`src/rtl/inst_fetch_unit_if.sv`:
```
// Instruction-ROM request/response bus between the fetch unit (master) and the ROM (slave).
interface inst_fetch_unit_if;
  logic        rom_cs;
  logic [31:0] rom_addr;
  logic [31:0] rom_data;
  logic        rom_stall;

  modport master (
    output rom_cs,
    output rom_addr,
    input  rom_data,
    input  rom_stall
  );

  modport slave (
    input  rom_cs,
    input  rom_addr,
    output rom_data,
    output rom_stall
  );
endinterface

```
`src/rtl/inst_fetch_unit.sv`:
```
// IF stage: PC, ROM request handshake and IF/ID register.
// Optional misaligned-redirect trap enabled by defining IF_ALIGN_CHECK_EN.
module inst_fetch_unit #(
  parameter logic [31:0] RESET_PC   = 32'h0000_0000,
  parameter logic [31:0] NOP_INST   = 32'h0000_0000,
  parameter logic [31:0] EXC_VECTOR = 32'h0000_0008
) (
  input  logic                   i_clk,
  input  logic                   i_rst_n,
  input  logic                   i_if_rst,
  input  logic                   i_if_en,
  input  logic                   i_id_rst,
  input  logic                   i_id_en,
  input  logic [2:0]             i_pc_src,
  input  logic [31:0]            i_jump_target,
  input  logic [31:0]            i_branch_target,
  input  logic [31:0]            i_reg_target,
  input  logic [31:0]            i_exc_target,
  inst_fetch_unit_if.master      rom,
  output logic                   o_fetch_stall,
  output logic [31:0]            o_inst_id,
  output logic [31:0]            o_pc_id,
  output logic                   o_valid_id,
  output logic                   o_addr_err,
  output logic [31:0]            o_badvaddr
);

  typedef enum logic [1:0] {StIdle, StFetch, StDiscard, StHold} state_e;

  state_e      r_state;
  logic [31:0] r_pc, r_req_addr, r_hold_buf, r_hold_pc;
  logic [31:0] r_inst_id, r_pc_id;
  logic        r_valid_id;

  logic        w_redirect, w_fetch, w_hold, w_both_en, w_deliver;
  logic [31:0] w_tgt_raw, w_target, w_next_seq, w_adv, w_del_inst, w_del_pc;

  always_comb begin
    w_redirect = 1'b0;
    w_tgt_raw  = i_jump_target;
    case (i_pc_src)
      3'd1:    begin w_tgt_raw = i_jump_target;   w_redirect = i_if_en; end
      3'd2:    begin w_tgt_raw = i_branch_target; w_redirect = i_if_en; end
      3'd3:    begin w_tgt_raw = i_reg_target;    w_redirect = i_if_en; end
      3'd4:    begin w_tgt_raw = i_exc_target;    w_redirect = i_if_en; end
      default: ;
    endcase
  end

`ifdef IF_ALIGN_CHECK_EN
  logic        w_misalign;
  logic        r_addr_err;
  logic [31:0] r_badvaddr;

  assign w_misalign = w_redirect & (w_tgt_raw[1:0] != 2'b00);
  assign w_target   = w_misalign ? EXC_VECTOR : w_tgt_raw;

  always_ff @(posedge i_clk) begin
    if (!i_rst_n) begin
      r_addr_err <= 1'b0;
      r_badvaddr <= 32'h0;
    end else begin
      r_addr_err <= w_misalign & ~i_if_rst;
      if (w_misalign && !i_if_rst) r_badvaddr <= w_tgt_raw;
    end
  end

  assign o_addr_err = r_addr_err;
  assign o_badvaddr = r_badvaddr;
`else
  logic w_unused;
  assign w_unused   = ^{EXC_VECTOR, w_tgt_raw[1:0]};
  assign w_target   = {w_tgt_raw[31:2], 2'b00};
  assign o_addr_err = 1'b0;
  assign o_badvaddr = 32'h0;
`endif

  assign w_fetch    = (r_state == StFetch);
  assign w_hold     = (r_state == StHold);
  assign w_both_en  = i_if_en & i_id_en;
  assign w_next_seq = r_pc + 32'd4;
  assign w_adv      = w_redirect ? w_target : w_next_seq;
  // A word reaches ID from the ROM directly or from the hold buffer; if_rst suppresses both.
  assign w_deliver  = ~i_if_rst & w_both_en & ((w_fetch & ~rom.rom_stall) | w_hold);
  assign w_del_inst = w_hold ? r_hold_buf : rom.rom_data;
  assign w_del_pc   = w_hold ? r_hold_pc : r_req_addr;

  always_ff @(posedge i_clk) begin
    if (!i_rst_n) begin
      r_state    <= StIdle;
      r_pc       <= RESET_PC;
      r_req_addr <= RESET_PC;
      r_hold_buf <= 32'h0;
      r_hold_pc  <= 32'h0;
      r_inst_id  <= NOP_INST;
      r_pc_id    <= 32'h0;
      r_valid_id <= 1'b0;
    end else begin
      if (i_id_rst || (i_id_en && !w_deliver)) begin
        r_inst_id  <= NOP_INST;
        r_pc_id    <= 32'h0;
        r_valid_id <= 1'b0;
      end else if (w_deliver) begin
        r_inst_id  <= w_del_inst;
        r_pc_id    <= w_del_pc;
        r_valid_id <= 1'b1;
      end

      if (i_if_rst) begin
        r_pc <= RESET_PC;
        // An access already stalled must be allowed to complete before reissuing.
        if (w_fetch && rom.rom_stall) begin
          r_state <= StDiscard;
        end else begin
          r_req_addr <= RESET_PC;
          r_state    <= StIdle;
        end
      end else begin
        case (r_state)
          StIdle: begin
            r_pc       <= w_redirect ? w_target : r_pc;
            r_req_addr <= w_redirect ? w_target : r_pc;
            r_state    <= StFetch;
          end
          StFetch: begin
            if (!rom.rom_stall) begin
              if (w_both_en || w_redirect) begin
                r_pc       <= w_adv;
                r_req_addr <= w_adv;
              end else begin
                r_hold_buf <= rom.rom_data;
                r_hold_pc  <= r_req_addr;
                r_state    <= StHold;
              end
            end else if (w_redirect) begin
              r_pc    <= w_target;
              r_state <= StDiscard;
            end
          end
          StDiscard: begin
            if (w_redirect) r_pc <= w_target;
            if (!rom.rom_stall) begin
              r_req_addr <= w_redirect ? w_target : r_pc;
              r_state    <= StFetch;
            end
          end
          StHold: begin
            if (w_both_en || w_redirect) begin
              r_pc       <= w_adv;
              r_req_addr <= w_adv;
              r_state    <= StFetch;
            end
          end
          default: r_state <= StIdle;
        endcase
      end
    end
  end

  assign rom.rom_cs   = w_fetch | (r_state == StDiscard);
  assign rom.rom_addr = r_req_addr;
  assign o_fetch_stall = rom.rom_cs & rom.rom_stall;
  assign o_inst_id    = r_inst_id;
  assign o_pc_id      = r_pc_id;
  assign o_valid_id   = r_valid_id;

endmodule

```
`src/flat_wrapper.sv`:
```
// flat-port wrapper written by rule: the top's interface ports become plain ports
module inst_fetch_unit_flat 
#(
  parameter logic [31:0] RESET_PC   = 32'h0000_0000,
  parameter logic [31:0] NOP_INST   = 32'h0000_0000,
  parameter logic [31:0] EXC_VECTOR = 32'h0000_0008
)
  (i_clk, i_rst_n, i_if_rst, i_if_en, i_id_rst, i_id_en, i_pc_src, i_jump_target, i_branch_target, i_reg_target, i_exc_target, o_fetch_stall, o_inst_id, o_pc_id, o_valid_id, o_addr_err, o_badvaddr, rom_rom_cs, rom_rom_addr, rom_rom_data, rom_rom_stall);
  inst_fetch_unit_if rom_i ();
  input  logic i_clk;
  input  logic i_rst_n;
  input  logic i_if_rst;
  input  logic i_if_en;
  input  logic i_id_rst;
  input  logic i_id_en;
  input  logic [2:0] i_pc_src;
  input  logic [31:0] i_jump_target;
  input  logic [31:0] i_branch_target;
  input  logic [31:0] i_reg_target;
  input  logic [31:0] i_exc_target;
  output logic o_fetch_stall;
  output logic [31:0] o_inst_id;
  output logic [31:0] o_pc_id;
  output logic o_valid_id;
  output logic o_addr_err;
  output logic [31:0] o_badvaddr;
  output wire logic [$bits(rom_i.rom_cs)-1:0] rom_rom_cs;
  output wire logic [$bits(rom_i.rom_addr)-1:0] rom_rom_addr;
  input wire logic [$bits(rom_i.rom_data)-1:0] rom_rom_data;
  input wire logic [$bits(rom_i.rom_stall)-1:0] rom_rom_stall;
  assign rom_rom_cs = rom_i.rom_cs;
  assign rom_rom_addr = rom_i.rom_addr;
  assign rom_i.rom_data = rom_rom_data;
  assign rom_i.rom_stall = rom_rom_stall;
  inst_fetch_unit #(.RESET_PC(RESET_PC), .NOP_INST(NOP_INST), .EXC_VECTOR(EXC_VECTOR)) u_core (.i_clk(i_clk), .i_rst_n(i_rst_n), .i_if_rst(i_if_rst), .i_if_en(i_if_en), .i_id_rst(i_id_rst), .i_id_en(i_id_en), .i_pc_src(i_pc_src), .i_jump_target(i_jump_target), .i_branch_target(i_branch_target), .i_reg_target(i_reg_target), .i_exc_target(i_exc_target), .rom(rom_i), .o_fetch_stall(o_fetch_stall), .o_inst_id(o_inst_id), .o_pc_id(o_pc_id), .o_valid_id(o_valid_id), .o_addr_err(o_addr_err), .o_badvaddr(o_badvaddr));
endmodule
```
`config.mk`:
```
export PLATFORM = sky130hd
export DESIGN_NAME = inst_fetch_unit_flat
export DESIGN_NICKNAME = d
export VERILOG_FILES = /design/src/rtl/inst_fetch_unit_if.sv /design/src/rtl/inst_fetch_unit.sv /design/src/flat_wrapper.sv
export SDC_FILE = /design/constraint.sdc
export NUM_CORES = 1
export LEC_CHECK = 0
export BUFFER_PORTS_ARGS = -buffer_cell sky130_fd_sc_hd__buf_2
export CAP_MARGIN = 20
export CORE_AREA = 2 2 166 168
export DETAILED_ROUTE_END_ITERATION = 12
export DIE_AREA = 0 0 168 170
export PLACE_DENSITY = 0.73
export SETUP_SLACK_MARGIN = 0.02
export SYNTH_ARGS = -nofsm -noshare
export SYNTH_HDL_FRONTEND = slang
export SYNTH_SLANG_ARGS = --single-unit
```
`constraint.sdc`:
```
create_clock -name i_clk -period 4.65 [get_ports i_clk]
set_input_delay 0.465 -clock i_clk [delete_from_list [all_inputs] [get_ports i_clk]]
set_output_delay 0.465 -clock i_clk [all_outputs]
set_load 0.01 [all_outputs]
```
Yosys cells after proc, flatten, opt, wreduce, memory -nomap -nowiden:

Cells that the tools add are included.

* add/sub/neg operators: 1
* muxes and demuxes: 23
* bitwise operators: 11
* reductions and logical operators: 13
* equal/unequal tests: 13

Operators with widths (count)
* 32-bit two-way mux: 11
* 32-bit case mux with 3 select lines: 2
* 32-bit case mux with 4 select lines: 1
* 32-bit by 3-bit adder with 32-bit output (second input constant): 1
* 2-bit two-way mux: 7
* 3-bit != test (second input constant): 3
* 2-bit case mux with 4 select lines: 1
* 4-bit AND reduction: 2
* 3-bit by 2-bit equality test with 1-bit output (second input constant): 2
* 2-bit OR reduction: 3
* 1-bit AND: 5
* 2-bit equality test (second input constant): 2
* 4-bit by 3-bit != test with 1-bit output (second input constant): 1
* 4-bit != test (second input constant): 1
* 1-bit inverter: 4
* 4-bit OR reduction: 1
* 3-bit by 1-bit equality test with 1-bit output (second input constant): 1
* 3-bit equality test (second input constant): 1
* 3-bit AND reduction: 1
* 2-bit by 1-bit equality test with 1-bit output (second input constant): 1
* 1-bit logical AND: 2
* 2-bit logical NOT: 1
* 1-bit logical OR: 2
* 2-bit != test (second input constant): 1
* 3 further kinds: 4

* output and inout bits: 132
* bits of input ports: 170
* word-level logic and storage cells: 69
* flip-flop bits (word level): 195

Depth between registers and ports, before layout:

Gate-level depths: netlist of run 1.

* depth after elaboration: 8
* depth in mapped cells: 10
* depth with buffers taken out: 7

Worst setup path before layout of run 1:

OpenSTA, ideal clock, no wires.

* path kind: flip-flop to flip-flop
* start point: register u_core.r_pc[2]
* end point: register u_core.r_req_addr[26] (netlist: u_core.rom.rom_addr[26])
* required time: 4.533 ns
* clock period less this slack: 2.490 ns
* data arrival time: 2.373 ns
* slack: 2.160 ns
* setup time: 0.117 ns
* stages on the path, launching flop included: 8
* path buffers: 1
* path through: dfxtp_1 > ha_1 > nand4_4 > or4_4 > buf_6 > o31a_1 > or3_1 > a32o_1

* cells in the longest elaborated chain, start to end: 6

Ends and longest elaborated chain
* start: declaration: line inst_fetch_unit.sv:31 `logic [31:0] r_pc, r_req_addr, r_hold_buf, r_hold_pc;`
* start signal: assignment: line inst_fetch_unit.sv:121 `r_pc <= w_redirect ? w_target : r_pc;`
* start signal: assignment: line inst_fetch_unit.sv:128 `r_pc <= w_adv;`
* start signal: assignment: line inst_fetch_unit.sv:136 `r_pc <= w_target;`
* 32-bit by 3-bit adder with 32-bit output *: line inst_fetch_unit.sv:81 `assign w_next_seq = r_pc + 32'd4;`
* 32-bit two-way mux *: line inst_fetch_unit.sv:82 `assign w_adv = w_redirect ? w_target : w_next_seq;`
* 32-bit two-way mux *: line inst_fetch_unit.sv:127, inst_fetch_unit.sv:148
* 32-bit two-way mux: line inst_fetch_unit.sv:126 `if (!rom.rom_stall) begin`
* 32-bit case mux with 4 select lines *: line inst_fetch_unit.sv:119 `case (r_state)`
* 32-bit two-way mux *: line inst_fetch_unit.sv:109 `if (i_if_rst) begin`
* end signal: assignment: line inst_fetch_unit.sv:122 `r_req_addr <= w_redirect ? w_target : r_pc;`
* end signal: assignment: line inst_fetch_unit.sv:129 `r_req_addr <= w_adv;`
* end signal: assignment: line inst_fetch_unit.sv:150 `r_req_addr <= w_adv;`
* end: declaration: line inst_fetch_unit.sv:31

Every way passes the cells marked *; elsewhere a longest branch is shown, timed or not. The select of a mux whose other input is x is not followed.
A chain may end at the register's enable or synchronous reset.

Worst setup path after layout of run 1:

* start point: register u_core.r_state[0]
* end point: register u_core.r_inst_id[6] (netlist: u_core.o_inst_id[6])

* cells in the longest elaborated chain, start to end: 8
* elaborated cells between the ends (all ways): 10
* classes of those cells: eq/ne: 2; mux: 1; bitwise: 3; reduce/logical: 4

Ends and longest elaborated chain
* start: declaration: line inst_fetch_unit.sv:30 `state_e r_state;`
* start signal: assignment: line inst_fetch_unit.sv:90 `r_state <= StIdle;`
* start signal: assignment: line inst_fetch_unit.sv:113 `r_state <= StDiscard;`
* start signal: assignment: line inst_fetch_unit.sv:116 `r_state <= StIdle;`
* 2-bit by 1-bit equality test with 1-bit output: line inst_fetch_unit.sv:78 `assign w_fetch = (r_state == StFetch);`
* 1-bit AND: line inst_fetch_unit.sv:84 `assign w_deliver = ~i_if_rst & w_both_en & ((w_fetch & ~rom.rom_stall) | w_hold);`
* 1-bit bitwise OR: line inst_fetch_unit.sv:84
* 1-bit AND: line inst_fetch_unit.sv:84
* 1-bit logical NOT: line inst_fetch_unit.sv:99 `if (i_id_rst || (i_id_en && !w_deliver)) begin`
* 1-bit logical AND: line inst_fetch_unit.sv:99
* 1-bit logical OR: line inst_fetch_unit.sv:99
* 2-bit OR reduction (no line)
* end signal: assignment: line inst_fetch_unit.sv:104 `r_inst_id <= w_del_inst;`
* end: declaration: line inst_fetch_unit.sv:32 `logic [31:0] r_inst_id, r_pc_id;`

Several ways; a longest one is shown, not always the timed one.

==> qor.txt, run 1 <==
GRT
------------------------------------------------------------------------------------------
Total congestion overflow after global routing                                           0
Maximum number of pins on one net before global-route repair                            73
Via count of the first global-routing pass                                           9,466
Antenna violations before repair                                                         1
Total global routing track utilization                                              22.79%
Global-route wire length before repair                                           51,720 um

SYNTH
------------------------------------------------------------------------------------------
Post-Synthesis Mean Instance Area                                                8.270 um2
Sequential element share of the synthesized area                                    36.82%
Number of library cell types mapped by synthesis                                        70
EDFF count, synth                                                                        0
Area share of and/or/nand/nor cells after synthesis                                 20.08%
Proportion of synthesized area in mux cells                                         9.346%
Number of storage elements in the synthesis netlist                                    195
Synthesized-area fraction occupied by ao, oa, aoi and oai cells                     24.33%
Post-synthesis adder-cell area fraction                                            0.7080%
Proportion of register bits with asynchronous set or reset after synthesis              0%
Most used DFF post-synth                                                      sky130_fd_sc_hd__dfxtp_1
Post-Syn Area                                                                   10,600 um2
Synth Instances                                                                      1,282
Share of the synthesized netlist area taken by xor and xnor gates                   1.404%
Number of warnings printed during yosys synthesis                                        0
Main combinational cell family by area after synthesis                        compound AO/OA/AOI/OAI gates

DETAILED ROUTING
------------------------------------------------------------------------------------------
Detail Route Antenna Nets                                                                0
Vias per std cell                                                                    5.636
DRC viols                                                                                0
TritonRoute pass-1 iters                                                                 5
Wire per inst                                                                     18.22 um
Initial DRC Count                                                                      779
DR vias                                                                             10,260
Total length of routed wires                                                     33,180 um

FLOORPLAN
------------------------------------------------------------------------------------------
Ports                                                                                  302
Full die area                                                                   28,560 um2
Width of the die                                                                    168 um
Floorplan core area                                                             26,650 um2
DIE HEIGHT                                                                          170 um
Starting Density                                                                    39.78%
Count of standard-cell rows                                                             60

FINAL LAYOUT
------------------------------------------------------------------------------------------
Multi-input gate area                                                             6093 um2
Fillers                                                                              2,596
Seq. cell area                                                                    3904 um2
Core Util, Final                                                                    47.17%
Final net count                                                                      1,643
Syn-to-layout area delta                                                            18.57%
Fraction of final layout cells sized beyond drive strength 1                        23.12%

PLACEMENT
------------------------------------------------------------------------------------------
Global placement routability congestion                                             0.8929
Port Buf Inserts                                                                       260
HPWL reported at the end of detailed placement                                   23,590 um
Worst setup slack after placement                                                  1187 ps

PWR
------------------------------------------------------------------------------------------
Power density over the cells                                                  297.8 nW/um2
Peak supply drop                                                               0.0002430 V
Leakage                                                                           4.716 nW

HOLD PATH
------------------------------------------------------------------------------------------
Launch instance of the worst min-delay path                                   rom_rom_data[28]
Capture endpoint of the worst hold path                                       u_core.r_hold_buf[28]
Number of cells on the worst hold path                                                   3
Class of the most critical hold timing path                                   input pin to flop

CRITICAL PATH
------------------------------------------------------------------------------------------
Biggest fanout along the worst timing path                                              59
Worst setup EP type                                                                   flop
Crit Path Category                                                            flop to flop
Critical path required time                                                        4990 ps
CP startpoint kind                                                                    flop
Reg2Reg Depth                                                                            7
Capture instance of the worst register-to-register path                       u_core.o_inst_id[6]
Reg-to-Reg Start                                                              u_core.r_state[0]
Data arrival time at the worst-slack endpoint                                      3780 ps
Slack of the worst reg-to-reg path                                                 1210 ps

TIMING
------------------------------------------------------------------------------------------
Setup violators final                                                                    0
Transition time at the pin with the least slew margin                              1046 ps
Max-slew violation count                                                                 0
Final setup TNS                                                                       0 ps
Final worst path period share                                                       74.04%
Final hold violation count                                                               0
Final worst clock skew                                                            13.45 ps
Final min period                                                                   3443 ps
Setup repair after global routing missed its margin                                  false
Achievable frequency                                                            0.2905 GHz
Slack of the critical path                                                         1207 ps
Relative max-transition margin                                                      30.28%

CTS
------------------------------------------------------------------------------------------
H-Tree Level Count                                                                       4
Insertion delay of the later-clocked pin in the worst-skew pair                     440 ps
Number of clock sinks                                                                  195
CTS root buf                                                                  sky130_fd_sc_hd__clkbuf_16
CTS max path bufs                                                                        2
CTS tree                                                                              done
Clock edge transition at the registers on the reported setup and hold paths          70 ps
Count of hold buffers inserted by post-cts repair                                        0
Post-CTS setup buffers                                                                   0
Number of resized instances in the post-cts repair step                                  0
Clock buffer count from CTS                                                             17

JOB
------------------------------------------------------------------------------------------
Max-capacitance violation count                                                          0

STATUS
------------------------------------------------------------------------------------------
Outcome                                                                       finished clean

-- per-layer routing --
layer,share of wire [%],global-route usage [%],up-vias
met5,0,0,-
met4,2.1,7.675,0
met3,7.6,3.605,39
met2,47,37.80,464
met1,44,30.27,4760
li1,-,-,5000
-- worst max-delay path, stage by stage, from the launching register on --
cell                       delay [ps]
sky130_fd_sc_hd__dfxtp_1          460
sky130_fd_sc_hd__ha_1             400
sky130_fd_sc_hd__nor2b_1          360
sky130_fd_sc_hd__o2111a_4         630
sky130_fd_sc_hd__nand2b_1         180
sky130_fd_sc_hd__nand3b_1         510
sky130_fd_sc_hd__buf_4            530
sky130_fd_sc_hd__a211oi_1         250
-- state kept, by name, indices dropped and copies added (netlist names) --
name	flops
u_core.o_valid_id	1
u_core.o_pc_id	32
u_core.o_inst_id	32
u_core.r_state	2
u_core.r_hold_buf	32
u_core.r_pc	32
u_core.rom.rom_addr	32
u_core.r_hold_pc	32
-- through the flow --
step                hold slack [ps]  cells  area (um2)  power (W)
floorplan                     443.1   1314       10720   0.002060
global placement              449.5   1787       11920   0.002225
detailed placement            457.0   1787       11920   0.002232
CTS                           275.4   1818       12530   0.003761
global route                  286.1   1821       12570   0.003885
finish                        285.9   1821       12570   0.003744
-- how the worst max path moves through the flow --
stage	start	end	slack [ps]	cells after the start
after floorplan	u_core.r_pc[2]	u_core.rom.rom_addr[26]	2160	7
after global placement	u_core.r_state[0]	u_core.o_pc_id[24]	1270	7
after detailed placement	u_core.r_state[0]	u_core.o_inst_id[6]	1190	7
after CTS	u_core.r_state[0]	u_core.o_pc_id[15]	1140	7
after global routing	u_core.r_state[1]	u_core.o_inst_id[19]	830	8
final	u_core.r_state[0]	u_core.o_inst_id[6]	1210	7
-- cell usage in the layout (no fill, tap or decap), types with 15 or more instances in the layout --
master                      count
sky130_fd_sc_hd__nor2_1        95
sky130_fd_sc_hd__nand3_1       57
sky130_fd_sc_hd__conb_1        33
sky130_fd_sc_hd__nand2_1      181
sky130_fd_sc_hd__a211oi_1      68
sky130_fd_sc_hd__inv_1         15
sky130_fd_sc_hd__clkbuf_16     17
sky130_fd_sc_hd__o21ai_0       37
sky130_fd_sc_hd__o211ai_1      16
sky130_fd_sc_hd__buf_4         19
sky130_fd_sc_hd__dfxtp_1      195
sky130_fd_sc_hd__nor3_1        18
sky130_fd_sc_hd__a21boi_0      68
sky130_fd_sc_hd__buf_2        260
sky130_fd_sc_hd__a32o_1        15
sky130_fd_sc_hd__mux2i_1       90
sky130_fd_sc_hd__a21oi_1       30
-- power breakdown --
part	internal (W)	total, W	switching, W
combinational	0.000178	0.000468	0.000290
clock	0.000856	0.00154	0.000687
sequential	0.00170	0.00173	0.0000378
-- final cells by class --
cell class	instances	area share (%)
Clock buffer	18	3.414
Multi-Input combinational cell	957	48.47
Antenna cell	1	0.01990
Sequential cell	195	31.05
Tap cell	341	3.394
Timing Repair Buffer	281	11.79
Clock inverter	13	1.413
Inverter	15	0.4478
-- synth_stat cells, drive strengths merged, types with 13 or more instances --
master / instances / area [um2]
nand2: 181 / 679.4
nor3: 18 / 90.09
a221oi: 13 / 113.9
clkbuf: 74 / 279.0
inv: 15 / 56.30
a211oi: 68 / 510.5
nor4: 15 / 100.1
nor2: 96 / 360.4
a21boi: 68 / 510.5
buf: 73 / 435.4
dfxtp: 195 / 3904
mux2i: 90 / 900.9
o211ai: 16 / 120.1
a21oi: 31 / 155.2
nand3: 60 / 305.3
a32o: 15 / 150.1
o21ai: 39 / 195.2
-- logic make-up (layout without fill, tap and decap cells) --
group | after synthesis | after routing
compound gates | 348 | 348
xor+xnor | 17 | 17
fa+ha+maj | 6 | 6
buf+inv | 162 | 327
flops | 195 | 195
mux | 98 | 98
other cells | 1 | 34
simple gates | 455 | 455
Note: power is estimated with default switching activity, not from simulation.
==> inputs of run 2 (changes only) <==
ABC_AREA = 1   (was default)
CORE_AREA = 2 2 171 173   (was 2 2 166 168)
DIE_AREA = 0 0 173 175   (was 0 0 168 170)
PLACE_DENSITY = 0.74   (was 0.73)
clock period = 2.8 ns   (was 4.65 ns; I/O delays follow)
==> run 2 against run 1 <==
Against the previous run:
- die area is 6.0% higher
- sequential power grew 70%
- clock-buffer cell count rose by 1
- largest cell class unchanged
- global-route usage is 0.066 points higher
- final area up 4.6%
- cell count grew 33%
- critical path depth is 2 higher
- sequential share of layout area fell by 1.4 points
- largest power group unchanged
- synthesized cell count up 44%
==> qor.txt, run 2 <==
STATUS
------------------------------------------------------------------------------------------
Outcome                                                                       finished clean   unchanged

TIMING
------------------------------------------------------------------------------------------
Final hold violation count                                                               0   unchanged
Final worst clock skew                                                            14.81 ps   was 13.45 ps
Final worst path period share                                                       85.05%   was 74.04%
Setup violators final                                                                    0   unchanged
Final min period                                                                   2381 ps   was 3443 ps
Achievable frequency                                                            0.4199 GHz   was 0.2905 GHz
Transition time at the pin with the least slew margin                             899.1 ps   was 1046 ps
Relative max-transition margin                                                      40.06%   was 30.28%
Max-slew violation count                                                                 0   unchanged
Setup repair after global routing missed its margin                                  false   unchanged
Final setup TNS                                                                       0 ps   unchanged
WHS                                                                               116.5 ps   was 285.9 ps

SYNTH
------------------------------------------------------------------------------------------
Share of Yosys cell area claimed by the top area cell type                          34.75%   was 36.82%
Cell taking the most area after synthesis                                     sky130_fd_sc_hd__dfxtp_1   unchanged
Number of library cell types mapped by synthesis                                        31   was 70
Top post-synthesis cells by count                                             652 x sky130_fd_sc_hd__nand2_1, 236 x sky130_fd_sc_hd__nand3_1, 206 x sky130_fd_sc_hd__a21oi_1   was 195 x sky130_fd_sc_hd__dfxtp_1, 181 x sky130_fd_sc_hd__nand2_1, 96 x sky130_fd_sc_hd__nor2_1
Leading cell type by number of instances after synthesis                      sky130_fd_sc_hd__nand2_1   was sky130_fd_sc_hd__dfxtp_1
Sequential element share of the synthesized area                                    34.75%   was 36.82%
Number of warnings printed during yosys synthesis                                        0   unchanged
EDFF count, synth                                                                        0   unchanged
Main area contributors after synthesis                                        sky130_fd_sc_hd__dfxtp_1 35%, sky130_fd_sc_hd__nand2_1 22%, sky130_fd_sc_hd__nand3_1 11%   was sky130_fd_sc_hd__dfxtp_1 37%, sky130_fd_sc_hd__mux2i_1 8.5%, sky130_fd_sc_hd__nand2_1 6.4%
Synth Instances                                                                      1,848   was 1,282
Post-Syn Area                                                                   11,230 um2   was 10,600 um2
Number of storage elements in the synthesis netlist                                    195   unchanged
Proportion of register bits with asynchronous set or reset after synthesis              0%   unchanged
Most used DFF post-synth                                                      sky130_fd_sc_hd__dfxtp_1   unchanged
Post-Synthesis Mean Instance Area                                                6.079 um2   was 8.270 um2

GRT
------------------------------------------------------------------------------------------
Total congestion overflow after global routing                                           0   unchanged
Maximum number of pins on one net before global-route repair                            95   was 73
Total global routing track utilization                                              22.86%   was 22.79%
Global-route wire length before repair                                           57,270 um   was 51,720 um
Via count of the first global-routing pass                                          11,480   was 9,466
Antenna violations before repair                                                         1   unchanged

FINAL LAYOUT
------------------------------------------------------------------------------------------
Final net count                                                                      2,208   was 1,643
Most common cell after layout, fill and taps aside                            sky130_fd_sc_hd__nand2_1   was sky130_fd_sc_hd__buf_2
Commonest cells after routing, fill and taps aside                            651 x sky130_fd_sc_hd__nand2_1, 260 x sky130_fd_sc_hd__buf_2, 235 x sky130_fd_sc_hd__nand3_1, 205 x sky130_fd_sc_hd__a21oi_1, 195 x sky130_fd_sc_hd__dfxtp_1   was 260 x sky130_fd_sc_hd__buf_2, 195 x sky130_fd_sc_hd__dfxtp_1, 181 x sky130_fd_sc_hd__nand2_1, 95 x sky130_fd_sc_hd__nor2_1, 90 x sky130_fd_sc_hd__mux2i_1
Fraction of final layout cells sized beyond drive strength 1                        16.72%   was 23.12%
Syn-to-layout area delta                                                            17.03%   was 18.57%

CTS
------------------------------------------------------------------------------------------
Count of hold buffers inserted by post-cts repair                                        0   unchanged
CTS max path bufs                                                                        2   unchanged
H-Tree Level Count                                                                       4   unchanged
CTS root buf                                                                  sky130_fd_sc_hd__clkbuf_16   unchanged
Insertion delay of the later-clocked pin in the worst-skew pair                     440 ps   about the same
Clock buffer count from CTS                                                             17   unchanged
Number of clock sinks                                                                  195   unchanged
Clock edge transition at the registers on the reported setup and hold paths          80 ps   was 70 ps
CTS tree                                                                              done   unchanged
Post-CTS setup buffers                                                                   0   unchanged
Number of resized instances in the post-cts repair step                                  0   unchanged

DETAILED ROUTING
------------------------------------------------------------------------------------------
Vias per std cell                                                                    5.070   was 5.636
DR vias                                                                             12,320   was 10,260
DRC viols                                                                                0   unchanged
Total length of routed wires                                                     34,700 um   was 33,180 um
Wire per inst                                                                     14.28 um   was 18.22 um
Detail Route Antenna Nets                                                                0   unchanged
Initial DRC Count                                                                    1,051   was 779
TritonRoute pass-1 iters                                                                 5   unchanged

CRITICAL PATH
------------------------------------------------------------------------------------------
CP Buf/Inv Count                                                                         3   was 1
Crit Path Category                                                            flop to flop   unchanged
Critical path required time                                                        3170 ps   was 4990 ps
Cell class contributing the biggest share of worst-path delay                 compound AO/OA/AOI/OAI gates   was simple AND/OR/NAND/NOR gates
Worst Setup SP                                                                u_core.r_state[1]   was u_core.r_state[0]
Worst setup EP type                                                                   flop   unchanged
Data arrival time at the worst-slack endpoint                                      2750 ps   was 3780 ps
Cells along the critical path                                                 inv_1, ha_1, inv_1, o21ai_0, nand3_2, a21oi_1, nand2_2, buf_4, a21oi_1   was ha_1, nor2b_1, o2111a_4, nand2b_1, nand3b_1, buf_4, a211oi_1
Reg2Reg Depth                                                                            9   was 7
CP startpoint kind                                                                    flop   unchanged
Reg-to-Reg Start                                                              u_core.r_state[1]   was u_core.r_state[0]
Biggest fanout along the worst timing path                                              55   was 59
Largest stage delay on the critical path                                            360 ps   was 630 ps
Capture instance of the worst register-to-register path                       u_core.o_pc_id[7]   was u_core.o_inst_id[6]
Slack of the worst reg-to-reg path                                                  420 ps   was 1210 ps
Slowest cell on the critical path                                             sky130_fd_sc_hd__buf_4   was sky130_fd_sc_hd__o2111a_4

FLOORPLAN
------------------------------------------------------------------------------------------
Full die area                                                                   30,280 um2   was 28,560 um2
Count of standard-cell rows                                                             62   was 60
Floorplan core area                                                             28,390 um2   was 26,650 um2
Ports                                                                                  302   unchanged
DIE HEIGHT                                                                          175 um   was 170 um
Starting Density                                                                    39.56%   was 39.78%
Width of the die                                                                    173 um   was 168 um

PLACEMENT
------------------------------------------------------------------------------------------
HPWL reported at the end of detailed placement                                   24,480 um   was 23,590 um
Port Buf Inserts                                                                       260   unchanged
Global placement routability congestion                                             0.9427   was 0.8929

HOLD PATH
------------------------------------------------------------------------------------------
Class of the most critical hold timing path                                   input pin to flop   unchanged
Launch instance of the worst min-delay path                                   rom_rom_data[14]   was rom_rom_data[28]
Capture endpoint of the worst hold path                                       u_core.r_hold_buf[14]   was u_core.r_hold_buf[28]
Number of cells on the worst hold path                                                   3   unchanged

PWR
------------------------------------------------------------------------------------------
Leakage                                                                           5.955 nW   was 4.716 nW
Power density over the cells                                                  499.6 nW/um2   was 297.8 nW/um2
Peak supply drop                                                               0.0004200 V   was 0.0002430 V

JOB
------------------------------------------------------------------------------------------
Max-capacitance violation count                                                          0   unchanged

run 2: cell types whose count changed in the layout (fill, tap and decap cells not counted), moves of 90 or more:
cell and delta:
sky130_fd_sc_hd__nand3_1 +178, sky130_fd_sc_hd__a21oi_1 +175, sky130_fd_sc_hd__inv_1 +127, sky130_fd_sc_hd__mux2i_1 -90, sky130_fd_sc_hd__nand2_1 +470
run 2: report_power, final:
group	internal, W	switching [W]	total [W]
clock	0.00119	0.00120	0.00239
combinational	0.000409	0.000826	0.00124
sequential	0.00286	0.0000812	0.00294
total	0.00446	0.00211	0.00657
run 2: how the worst max path moves through the flow:
stage / cells past startpoint / to / slack (ps)
finish: 9 / u_core.o_pc_id[7] / 420
global route: 9 / u_core.o_inst_id[23] / 170
CTS: 9 / u_core.o_inst_id[17] / 370
detailed placement: 9 / u_core.o_inst_id[17] / 380
global placement: 9 / u_core.o_inst_id[31] / 460
floorplan: 9 / u_core.o_inst_id[10] / 1140
run 2: final cells by class:
type                            instances  area, um2
Fill cell                            3010      15250
Multi-Input combinational cell       1383       6083
Sequential cell                       195       3904
Timing Repair Buffer                  287       1541
Inverter                              148      560.5
Tap cell                              384      480.5
Clock buffer                           19      432.9
Clock inverter                         13      141.4
Antenna cell                            1      2.502
run 2: cell families (layout without fill, tap and decap cells):
kind of cell	count (synthesis)	after routing	synth area share (%)
AND/OR/NAND/NOR	1030	1030	38.08
AO/OA/AOI/OAI	312	312	13.99
buffers and inverters	302	467	12.32
flip-flops	195	195	34.75
adder cells (fa/ha/maj)	6	6	0.6683
XOR/XNOR	2	2	0.1560
other	1	34	0.03338
run 2: stage by stage:
step	instance area [um2]	std cells	setup slack [ps]	utilization, %	power (W)
finish	13150	2430	418.6	46.30	0.006567
floorplan	11350	1880	1140	-	0.003835
global placement	12570	2397	460.8	44.27	0.004198
global route	13150	2430	173.6	46.30	0.006892
CTS	13140	2429	368.2	46.29	0.006597
detailed placement	12570	2397	381.6	44.27	0.004223
run 2: routing by layer:
| metal | share of wire, % | GRT usage (%) |
|---|---|---|
| met5 | 0 | 0 |
| met4 | 3.6 | 9.463 |
| met3 | 6.2 | 4.025 |
| met2 | 47 | 38.45 |
| met1 | 43 | 28.93 |
run 2: worst min-delay path, cell delays in order:
cell                      delay, ps
sky130_fd_sc_hd__buf_2          110
sky130_fd_sc_hd__nand3_1         70
sky130_fd_sc_hd__a21oi_1         60
